===== src/rtl/mem_arbiter_if.sv =====
// -----------------------------------------------------------------------------
// mem_arbiter_if
//   Request/response bundle used on all three sides of mem_arbiter. The
//   arbiter takes the slave view for CPU port A and console/IO port B, and
//   the master view toward the SRAM controller.
//
//   addr       address of the access
//   write_data data to store on a write
//   read       read request
//   write      write request (wins over read if both are high)
//   user       user/exec-mode qualifier passed through to memory
//   read_data  returned read data
//   ack        completion handshake
// -----------------------------------------------------------------------------
interface mem_arbiter_if #(
    parameter int ADDR_W = 18,
    parameter int WORD_W = 36
);
    logic [ADDR_W-1:0] addr;
    logic [WORD_W-1:0] write_data;
    logic              read;
    logic              write;
    logic              user;
    logic [WORD_W-1:0] read_data;
    logic              ack;

    modport master (
        output addr, write_data, read, write, user,
        input  read_data, ack
    );

    modport slave (
        input  addr, write_data, read, write, user,
        output read_data, ack
    );
endinterface


===== src/rtl/mem_arbiter.sv =====
// -----------------------------------------------------------------------------
// mem_arbiter
//   Two-port arbiter placing CPU port A and console/IO port B onto a single
//   SRAM controller. A request sampled in IDLE is latched and presented to
//   memory from registers until mem ack; the winner then gets a one-cycle ack
//   (and read data on reads). The arbiter waits for memory ack to drop before
//   sampling again.
//
//   Ports:
//     clk      system clock, rising edge
//     reset    asynchronous, active-high reset
//     a        port A request/response (slave view)
//     b        port B request/response (slave view)
//     mem      SRAM controller request/response (master view)
//     grant_b  high while port B owns the SRAM controller
//
//   Build option:
//     MEM_ARB_ROUND_ROBIN_EN  defined: simultaneous requests alternate, A
//                             first after reset. Undefined: A always wins.
// -----------------------------------------------------------------------------
module mem_arbiter (
    input  logic          clk,
    input  logic          reset,
    mem_arbiter_if.slave  a,
    mem_arbiter_if.slave  b,
    mem_arbiter_if.master mem,
    output logic          grant_b
);

    typedef enum logic [1:0] {
        IDLE,
        BUSY,
        RELEASE
    } state_t;

    state_t state;
    state_t state_next;

    logic req_a;
    logic req_b;
    logic pick_b;
    logic accept;
    logic complete;

`ifdef MEM_ARB_ROUND_ROBIN_EN
    // 1 = A was served last; reset value 0 means "B last" so A goes first.
    logic last_a;
`endif

    always_comb begin
        req_a      = a.read | a.write;
        req_b      = b.read | b.write;
`ifdef MEM_ARB_ROUND_ROBIN_EN
        pick_b     = req_b & (~req_a | last_a);
`else
        pick_b     = req_b & ~req_a;
`endif
        state_next = state;
        accept     = 1'b0;
        complete   = 1'b0;
        unique case (state)
            IDLE: begin
                // A still-high mem ack (left over from before reset) blocks
                // new requests until it drops.
                if (!mem.ack && (req_a || req_b)) begin
                    accept     = 1'b1;
                    state_next = BUSY;
                end
            end
            BUSY: begin
                if (mem.ack) begin
                    complete   = 1'b1;
                    state_next = RELEASE;
                end
            end
            RELEASE: begin
                if (!mem.ack) begin
                    state_next = IDLE;
                end
            end
            default: state_next = IDLE;
        endcase
    end

    always_ff @(posedge clk or posedge reset) begin
        if (reset) begin
            state <= IDLE;
        end else begin
            state <= state_next;
        end
    end

    always_ff @(posedge clk or posedge reset) begin
        if (reset) begin
            mem.addr       <= '0;
            mem.write_data <= '0;
            mem.read       <= 1'b0;
            mem.write      <= 1'b0;
            mem.user       <= 1'b0;
            a.read_data    <= '0;
            b.read_data    <= '0;
            a.ack          <= 1'b0;
            b.ack          <= 1'b0;
            grant_b        <= 1'b0;
`ifdef MEM_ARB_ROUND_ROBIN_EN
            last_a         <= 1'b0;
`endif
        end else begin
            a.ack <= 1'b0;
            b.ack <= 1'b0;

            if (accept) begin
                grant_b <= pick_b;
                if (pick_b) begin
                    mem.addr       <= b.addr;
                    mem.write_data <= b.write_data;
                    mem.user       <= b.user;
                    mem.write      <= b.write;
                    mem.read       <= b.read & ~b.write;
                end else begin
                    mem.addr       <= a.addr;
                    mem.write_data <= a.write_data;
                    mem.user       <= a.user;
                    mem.write      <= a.write;
                    mem.read       <= a.read & ~a.write;
                end
`ifdef MEM_ARB_ROUND_ROBIN_EN
                last_a <= ~pick_b;
`endif
            end

            if (complete) begin
                mem.read  <= 1'b0;
                mem.write <= 1'b0;
                if (grant_b) begin
                    b.ack <= 1'b1;
                    if (mem.read) begin
                        b.read_data <= mem.read_data;
                    end
                end else begin
                    a.ack <= 1'b1;
                    if (mem.read) begin
                        a.read_data <= mem.read_data;
                    end
                end
            end

            if (state == RELEASE && !mem.ack) begin
                grant_b <= 1'b0;
            end
        end
    end

endmodule


===== src/flat_wrapper.sv =====
// flat-port wrapper written by rule: the top's interface ports become plain ports
module mem_arbiter_flat 
  (clk, reset, grant_b, a_addr, a_write_data, a_read, a_write, a_user, a_read_data, a_ack, b_addr, b_write_data, b_read, b_write, b_user, b_read_data, b_ack, mem_addr, mem_write_data, mem_read, mem_write, mem_user, mem_read_data, mem_ack);
  mem_arbiter_if a_i ();
  mem_arbiter_if b_i ();
  mem_arbiter_if mem_i ();
  input  logic clk;
  input  logic reset;
  output logic grant_b;
  input wire logic [$bits(a_i.addr)-1:0] a_addr;
  input wire logic [$bits(a_i.write_data)-1:0] a_write_data;
  input wire logic [$bits(a_i.read)-1:0] a_read;
  input wire logic [$bits(a_i.write)-1:0] a_write;
  input wire logic [$bits(a_i.user)-1:0] a_user;
  output wire logic [$bits(a_i.read_data)-1:0] a_read_data;
  output wire logic [$bits(a_i.ack)-1:0] a_ack;
  input wire logic [$bits(b_i.addr)-1:0] b_addr;
  input wire logic [$bits(b_i.write_data)-1:0] b_write_data;
  input wire logic [$bits(b_i.read)-1:0] b_read;
  input wire logic [$bits(b_i.write)-1:0] b_write;
  input wire logic [$bits(b_i.user)-1:0] b_user;
  output wire logic [$bits(b_i.read_data)-1:0] b_read_data;
  output wire logic [$bits(b_i.ack)-1:0] b_ack;
  output wire logic [$bits(mem_i.addr)-1:0] mem_addr;
  output wire logic [$bits(mem_i.write_data)-1:0] mem_write_data;
  output wire logic [$bits(mem_i.read)-1:0] mem_read;
  output wire logic [$bits(mem_i.write)-1:0] mem_write;
  output wire logic [$bits(mem_i.user)-1:0] mem_user;
  input wire logic [$bits(mem_i.read_data)-1:0] mem_read_data;
  input wire logic [$bits(mem_i.ack)-1:0] mem_ack;
  assign a_i.addr = a_addr;
  assign a_i.write_data = a_write_data;
  assign a_i.read = a_read;
  assign a_i.write = a_write;
  assign a_i.user = a_user;
  assign a_read_data = a_i.read_data;
  assign a_ack = a_i.ack;
  assign b_i.addr = b_addr;
  assign b_i.write_data = b_write_data;
  assign b_i.read = b_read;
  assign b_i.write = b_write;
  assign b_i.user = b_user;
  assign b_read_data = b_i.read_data;
  assign b_ack = b_i.ack;
  assign mem_addr = mem_i.addr;
  assign mem_write_data = mem_i.write_data;
  assign mem_read = mem_i.read;
  assign mem_write = mem_i.write;
  assign mem_user = mem_i.user;
  assign mem_i.read_data = mem_read_data;
  assign mem_i.ack = mem_ack;
  mem_arbiter u_core (.clk(clk), .reset(reset), .a(a_i), .b(b_i), .mem(mem_i), .grant_b(grant_b));
endmodule

===== config.mk =====
export PLATFORM = sky130hd
export DESIGN_NAME = mem_arbiter_flat
export DESIGN_NICKNAME = d
export VERILOG_FILES = /design/src/rtl/mem_arbiter_if.sv /design/src/rtl/mem_arbiter.sv /design/src/flat_wrapper.sv
export SDC_FILE = /design/constraint.sdc
export NUM_CORES = 1
export LEC_CHECK = 0
export BUFFER_PORTS_ARGS = -buffer_cell sky130_fd_sc_hd__buf_2
export CORE_MARGIN = 2
export CORE_UTILIZATION = 46
export CTS_CLUSTER_DIAMETER = 40
export DETAILED_ROUTE_END_ITERATION = 16
export GPL_TIMING_DRIVEN = 1
export PLACE_DENSITY = 0.8
export SLEW_MARGIN = 20
export SYNTH_ARGS = -nofsm -noshare
export SYNTH_HDL_FRONTEND = slang
export SYNTH_SLANG_ARGS = --single-unit

===== constraint.sdc =====
create_clock -name clk -period 5.2 [get_ports clk]
set_clock_uncertainty 0.15 [all_clocks]
set_input_delay 0.78 -clock clk [delete_from_list [all_inputs] [get_ports clk]]
set_output_delay 0.78 -clock clk [all_outputs]
set_load 0.005 [all_outputs]

==> run_results.csv, run 1 <==
group,metric,value,unit
timing,setup_violations,0,
timing,final.min_clock_period,2.746,ns
floorplan,dieArea,13480,um2
power,p_leak,3.837,nW
cts,clock_path_buffers,2,
setup_path,worstReg2RegStart,"u_core.state[0]$_DFFE_PP0P_",
cts,clkTransAtPathRegs,0.06,ns
cts,numCtsBuffers,17,
global_routing,overflow,0,
yosys,synth_cell_types,29,
yosys,syn_area_per_cell,11.40,um2
setup_path,worstSetupPathType,"register to register",
yosys,yosysSeqAreaShare,58.01,%
setup_path,max_stage_delay,0.91,ns
setup_path,cp-end-kind,"register",
drt,drc,0,
drt,avgViaCountPerCell,5.505,
final_layout,instances_no_fill,949,
global_routing,antenna_found_initial,0,
setup_path,cp-start-kind,"register",
setup_path,worstPathCellList,"nor3_4, buf_4, and2_2, a31oi_1",
outcome,status,"finished, final reports clean",
setup_path,cp_num_cells,4,
drt,wire_per_inst,17.67,um
floorplan,die_h,116.1,um
drt,num_vias,5224,
global_routing,grt_max_degree,70,
power,vdd_drop_max,0.1906,mV
timing,slew_headroom,29.17,%
cts,ctsResizeCount,0,
drt,drtPass1Iterations,4,
setup_path,crit_path_start,"u_core.state[0]$_DFFE_PP0P_",
yosys,syn_nets,660,
run,maxCapViolCount,0,
setup_path,crit_buf_inv,1,
yosys,syn_area,5781,um2
cts,cts_sinks,134,
final_layout,num_antenna_cells,0,
cts,clock-root-buffer,"clkbuf_16",
setup_path,cp_max_fo,58,
setup_path,endpoint,"u_core.mem.write_data[13]$_DFFE_PP0P_",
timing,rsz0062_at_grt,"no",
yosys,yosysWarnings,0,
setup_path,cp.required,5.27,ns
timing,setup_tns,0,ns
place,io_buffers,284,
timing,hold_viol_final,0,
yosys,synth-seq-cells,134,
timing,min_period_over_period,52.80,%
final_layout,area_delta_synth_final,36.39,%
final_layout,drive_gt1_share,51.60,%
setup_path,rrSetupSlack,2.45,ns
timing,fmaxAchievable,364.2,MHz
cts,postCtsSetupBuffers,0,
drt,drt-total-wl,16.77,mm
setup_path,cpMaxStageDelayCell,"and2_2",
power,p_per_area,482.9,nW/um2
cts,hold_buffers,0,
floorplan,fp-row-count,40,
place,gp_congestion,0.7920,
yosys,syn_inst,507,
place,detailed_place_hpwl,11.40,mm
place,place_inst,915,
drt,antenna_left,0,
cts,cts_tree,"built",
timing,slew_viol_final,0,
final_layout,nNetsFinal,921,
global_routing,grt_pass1_vias,5154,
floorplan,core,12160,um2
setup_path,critical-path-top-delay-family,"simple AND/OR/NAND/NOR gates",
setup_path,arrival,2.82,ns
setup_path,r2r-end,"u_core.mem.write_data[13]$_DFFE_PP0P_",
worst_hold_path,hold_class,"input pin to asynchronous set/reset pin",
floorplan,die_x,116.1,um
floorplan,initial_core_util,47.53,%
global_routing,track_usage,24.72,%
global_routing,grt_pass1_wl,25.77,mm
drt,drtIter0Drc,487,
cts,htree_levels,4,
setup_path,rr_worst_depth,4,
floorplan,io_pins,285,
timing,tightest_slew,1.062,ns
cts,insertion_delay,0.40,ns
[area by class of cell]
class                           count  area [um2]
Fill cell                         905        4278
Sequential cell                   134        3353
Multi-Input combinational cell    320        2183
Timing Repair Buffer              292        1514
Clock buffer                       20       456.7
Tap cell                          168       210.2
Clock inverter                     12       150.1
Inverter                            3       16.27
[metrics by stage]
stage	total power, W	cell area, um2	worst slack (ns)	hold WS (ns)	util (%)
floorplan	0.002041	5781	0.6872	0.3541	-
global placement	0.002528	7229	2.288	0.3313	59.44
detailed placement	0.002599	7229	2.140	0.3375	59.44
CTS	0.003838	7836	2.467	0.3277	64.43
global route	0.004023	7884	2.287	0.3429	64.83
finish	0.003807	7884	2.454	0.3157	64.83
[state kept, by name, indices dropped and copies added, names as in the netlist]
name / count
u_core.grant_b: 1
u_core.state: 2
u_core.a.read_data: 36
u_core.mem.user: 1
u_core.a.ack: 1
u_core.mem.addr: 18
u_core.mem.write: 1
u_core.mem.write_data: 36
u_core.b.ack: 1
u_core.b.read_data: 36
u_core.mem.read: 1
[report_power, final]
part,internal (W),total (W),switching (W)
clock,0.000779,0.00122,0.000438
combinational,0.000539,0.000983,0.000444
sequential,0.00141,0.00161,0.000201
total,0.00272,0.00381,0.00108
[how the worst min path moves through the flow]
| stage | startpoint | to | slack [ns] | cells after the start |
|---|---|---|---|---|
| detailed placement | u_core.b.read_data[0]$_DFFE_PP0P_ | u_core.b.read_data[0]$_DFFE_PP0P_ | 0.34 | 1 |
| CTS | reset | u_core.b.read_data[33]$_DFFE_PP0P_ | 0.33 | 2 |
| global placement | u_core.a.read_data[11]$_DFFE_PP0P_ | u_core.a.read_data[11]$_DFFE_PP0P_ | 0.33 | 1 |
| floorplan | u_core.a.read_data[0]$_DFFE_PP0P_ | u_core.a.read_data[0]$_DFFE_PP0P_ | 0.35 | 1 |
| finish | reset | u_core.mem.write_data[6]$_DFFE_PP0P_ | 0.32 | 2 |
| global route | reset | u_core.mem.write_data[6]$_DFFE_PP0P_ | 0.34 | 2 |
[synth_stat cells]
cell | count | area (um2)
buf_4 | 3 | 22.52
inv_1 | 3 | 11.26
and4b_1 | 1 | 10.01
and2_1 | 1 | 6.260
a211o_1 | 1 | 8.760
dfrtp_1 | 134 | 3353
buf_6 | 6 | 67.56
nand2_1 | 3 | 11.26
nor3_1 | 2 | 10.01
or4_1 | 1 | 7.510
o211ai_1 | 1 | 7.510
nand3_1 | 55 | 275.3
o32a_1 | 1 | 10.01
buf_2 | 10 | 50.05
or2_2 | 1 | 6.260
o21ai_0 | 56 | 280.3
a31o_1 | 1 | 8.760
o21a_1 | 1 | 7.510
mux2_2 | 72 | 810.8
nor4b_1 | 1 | 8.760
nor3_2 | 1 | 10.01
a31oi_1 | 55 | 344.1
nor2b_1 | 3 | 18.77
nor2_1 | 5 | 18.77
a21oi_1 | 56 | 280.3
and4bb_2 | 1 | 12.51
or2_1 | 1 | 6.260
buf_1 | 3 | 11.26
clkbuf_1 | 28 | 105.1
[cells by family after synthesis]
kind of cell,synth area share (%)
AOI/OAI and AO/OA,16.39
buffers and inverters,4.632
DFF,58.01
muxes,14.03
and+or+nand+nor,6.948
[layer usage]
| layer | wire, um | up-vias | GRT usage, % |
|---|---|---|---|
| met2 | 8532 | 306 | 42.14 |
| met3 | 1425 | 35 | 6.798 |
| met4 | 450 | 0 | 10.95 |
| li1 | - | 2393 | - |
| met1 | 6359 | 2490 | 29.46 |
| met5 | 0 | - | 0 |
[worst reg2reg max path: stages (launching register included)]
cell	delay, ns
dfrtp_1	0.49
nor3_4	0.22
buf_4	0.49
and2_2	0.96
a31oi_1	0.24
[placed cells by master, fill, tap and decap left out, drive strengths merged, types with 2 or more instances in the layout]
cell,instances
a21oi,56
a31oi,55
buf,292
bufinv,3
clkbuf,20
clkinv,4
clkinvlp,3
dfrtp,134
inv,5
mux2,72
nand2,3
nand3,55
nor2,5
nor2b,3
nor3,3
o21ai,56
or2,2
(Power assumes the default switching activity.)
==> inputs of run 2 (changes only) <==
- clock period: 5.2 -> 2.85 ns (I/O delays scaled with it)
==> run_results.csv, run 2 (synthesis gave the netlist of run 1 again) <==
group,metric,value,unit
final_layout,final_cell_mix,"buf_2 (284), dfrtp_1 (134), mux2_2 (72), o21ai_0 (56), a21oi_1 (56)",
cts,insertion_delay,0.40,ns
drt,num_vias,5313,
cts,htree_levels,4,
setup_path,rr_worst_depth,3,
setup_path,worstReg2RegStart,"u_core.state[0]$_DFFE_PP0P_",
drt,highest_layer,"met4",
timing,timing.hold.ws,0.1149,ns
global_routing,grt_pass1_vias,5410,
global_routing,track_usage,25.30,%
place,io_buffers,284,
timing,rsz0062_at_grt,"no",
setup_path,max_stage_delay,0.80,ns
drt,drtPass1Iterations,5,
place,gp_congestion,0.8396,
power,internal_power,0.005128,W
floorplan,dieArea,13480,um2
final_layout,nNetsFinal,922,
global_routing,overflow,0,
drt,wire_per_inst,17.82,um
global_routing,grt_max_degree,116,
drt,wl_met2,8.734,mm
power,power,0.007123,W
drt,antenna_left,0,
worst_hold_path,hold_class,"input pin to register",
final_layout,drive_gt1_share,51.28,%
setup_path,cp-start-kind,"register",
drt,wl_met1,6.367,mm
cts,cts_sinks,134,
power,vdd_drop_max,0.3395,mV
power,power_frac_seq,41.2,%
final_layout,multi_input_area,2183,um2
power,power_switching_share,28.00,%
drt,drtIter0Drc,554,
place,detailed_place_hpwl,11.47,mm
floorplan,fp-row-count,40,
setup_path,crit_path_start,"u_core.state[0]$_DFFE_PP0P_",
drt,drt-total-wl,16.95,mm
setup_path,cp-end-kind,"register",
cts,numCtsBuffers,17,
cts,cts_tree,"built",
setup_path,r2r-end,"u_core.mem.write_data[9]$_DFFE_PP0P_",
cts,postCtsSetupBuffers,0,
power,p_sw,0.001994,W
timing,setup_violations,0,
power,p_per_area,899.7,nW/um2
cts,clock-root-buffer,"clkbuf_16",
global_routing,antenna_found_initial,1,
setup_path,cp_max_fo,55,
floorplan,core,12160,um2
setup_path,critical-path-top-delay-family,"simple AND/OR/NAND/NOR gates",
cts,ctsResizeCount,0,
setup_path,worstSetupPathType,"register to register",
timing,hold_viol_final,0,
setup_path,crit_buf_inv,0,
final_layout,seqCellArea,3353,um2
timing,setup_tns,0,ns
floorplan,die_h,116.1,um
drt,wl_met3,1.465,mm
timing,fmaxAchievable,475.7,MHz
final_layout,area_delta_synth_final,36.95,%
final_layout,nFillCells,932,
outcome,status,"finished, final reports clean",
cts,clkTransAtPathRegs,0.06,ns
floorplan,initial_core_util,47.53,%
power,clockPowerShare,33.6,%
setup_path,rrSetupSlack,0.75,ns
power,p_comb_share,25.2,%
run,maxCapViolCount,0,
timing,slew_viol_final,0,
worst_hold_path,hold_depth,2,
floorplan,io_pins,285,
final_layout,reg_top3,"u_core.a.read_data (36), u_core.b.read_data (36), u_core.mem.write_data (36)",
drt,avgViaCountPerCell,5.587,
timing,tightest_slew,1.056,ns
power,p_leak,3.850,nW
setup_path,cp.required,2.93,ns
floorplan,die_x,116.1,um
cts,clock_path_buffers,2,
drt,drc,0,
final_layout,final_common_cell,"buf_2",
timing,slew_headroom,29.62,%
setup_path,arrival,2.18,ns
setup_path,worstPathCellList,"nor3_4, and2_2, a31oi_1",
setup_path,endpoint,"u_core.mem.write_data[9]$_DFFE_PP0P_",
timing,final.min_clock_period,2.102,ns
setup_path,cpMaxStageDelayCell,"and2_2",
final_layout,fin_util,65.09,%
global_routing,grt_pass1_wl,26.56,mm
setup_path,cp_num_cells,3,
timing,min_period_over_period,73.76,%
-- run 2: changes by cell type in the layout (fill, tap and decap cells not counted), moves of 2 or more --
| cell | change |
|---|---|
| inv_6 | -2 |
| clkinv_4 | +3 |
| clkinv_2 | -3 |
| bufinv_16 | +2 |
| clkbuf_1 | +2 |
-- run 2: layout make-up --
cell class | instances | area share [%]
sequential | 134 | 42.36
multi-input combinational | 320 | 27.58
timing repair buffer | 293 | 19.00
clock buffer | 21 | 5.690
tap | 168 | 2.655
clock inverter | 11 | 2.497
inverter | 3 | 0.1897
antenna | 1 | 0.03161
-- run 2: per-layer routing --
metal,track usage [%],vias up
met5,0,-
met4,9.921,0
met3,7.888,37
met2,43.86,295
met1,29.44,2577
li1,-,2404
-- run 2: worst min path at each step --
stage                                            startpoint                            endpoint
after global routing                       mem_read_data[6]   u_core.b.read_data[6]$_DFFE_PP0P_
after floorplan           u_core.a.read_data[0]$_DFFE_PP0P_   u_core.a.read_data[0]$_DFFE_PP0P_
after detailed placement                              reset  u_core.a.read_data[22]$_DFFE_PP0P_
after CTS                                 mem_read_data[22]  u_core.a.read_data[22]$_DFFE_PP0P_
final                                     mem_read_data[30]  u_core.a.read_data[30]$_DFFE_PP0P_
after global placement                                reset  u_core.a.read_data[22]$_DFFE_PP0P_
-- run 2: power by group through the flow --
stage | Combinational, W | Clock, W | Sequential [W]
6_report | 0.00180 | 0.00239 | 0.00294
5_1_grt | 0.00200 | 0.00251 | 0.00300
4_1_cts | 0.00182 | 0.00243 | 0.00293
3_5_place_dp | 0.00180 | 0 | 0.00294
3_3_place_gp | 0.00172 | 0 | 0.00289
2_1_floorplan | 0.000759 | 0 | 0.00297
-- run 2: timing repair --
action / in CTS / in global routing
hold endpoints to repair: 19 / 0
hold buffers: 1 / 0
endpoints found under the setup margin: 0 / 0
-- run 2: stage by stage --
step | area (um2) | setup slack [ns] | cells
after floorplan | 5784 | 0.6073 | 507
final | 7916 | 0.7477 | 951
after CTS | 7914 | 0.7129 | 950
after detailed placement | 7256 | 0.4637 | 917
after global routing | 7914 | 0.5937 | 950
after global placement | 7256 | 0.5750 | 917
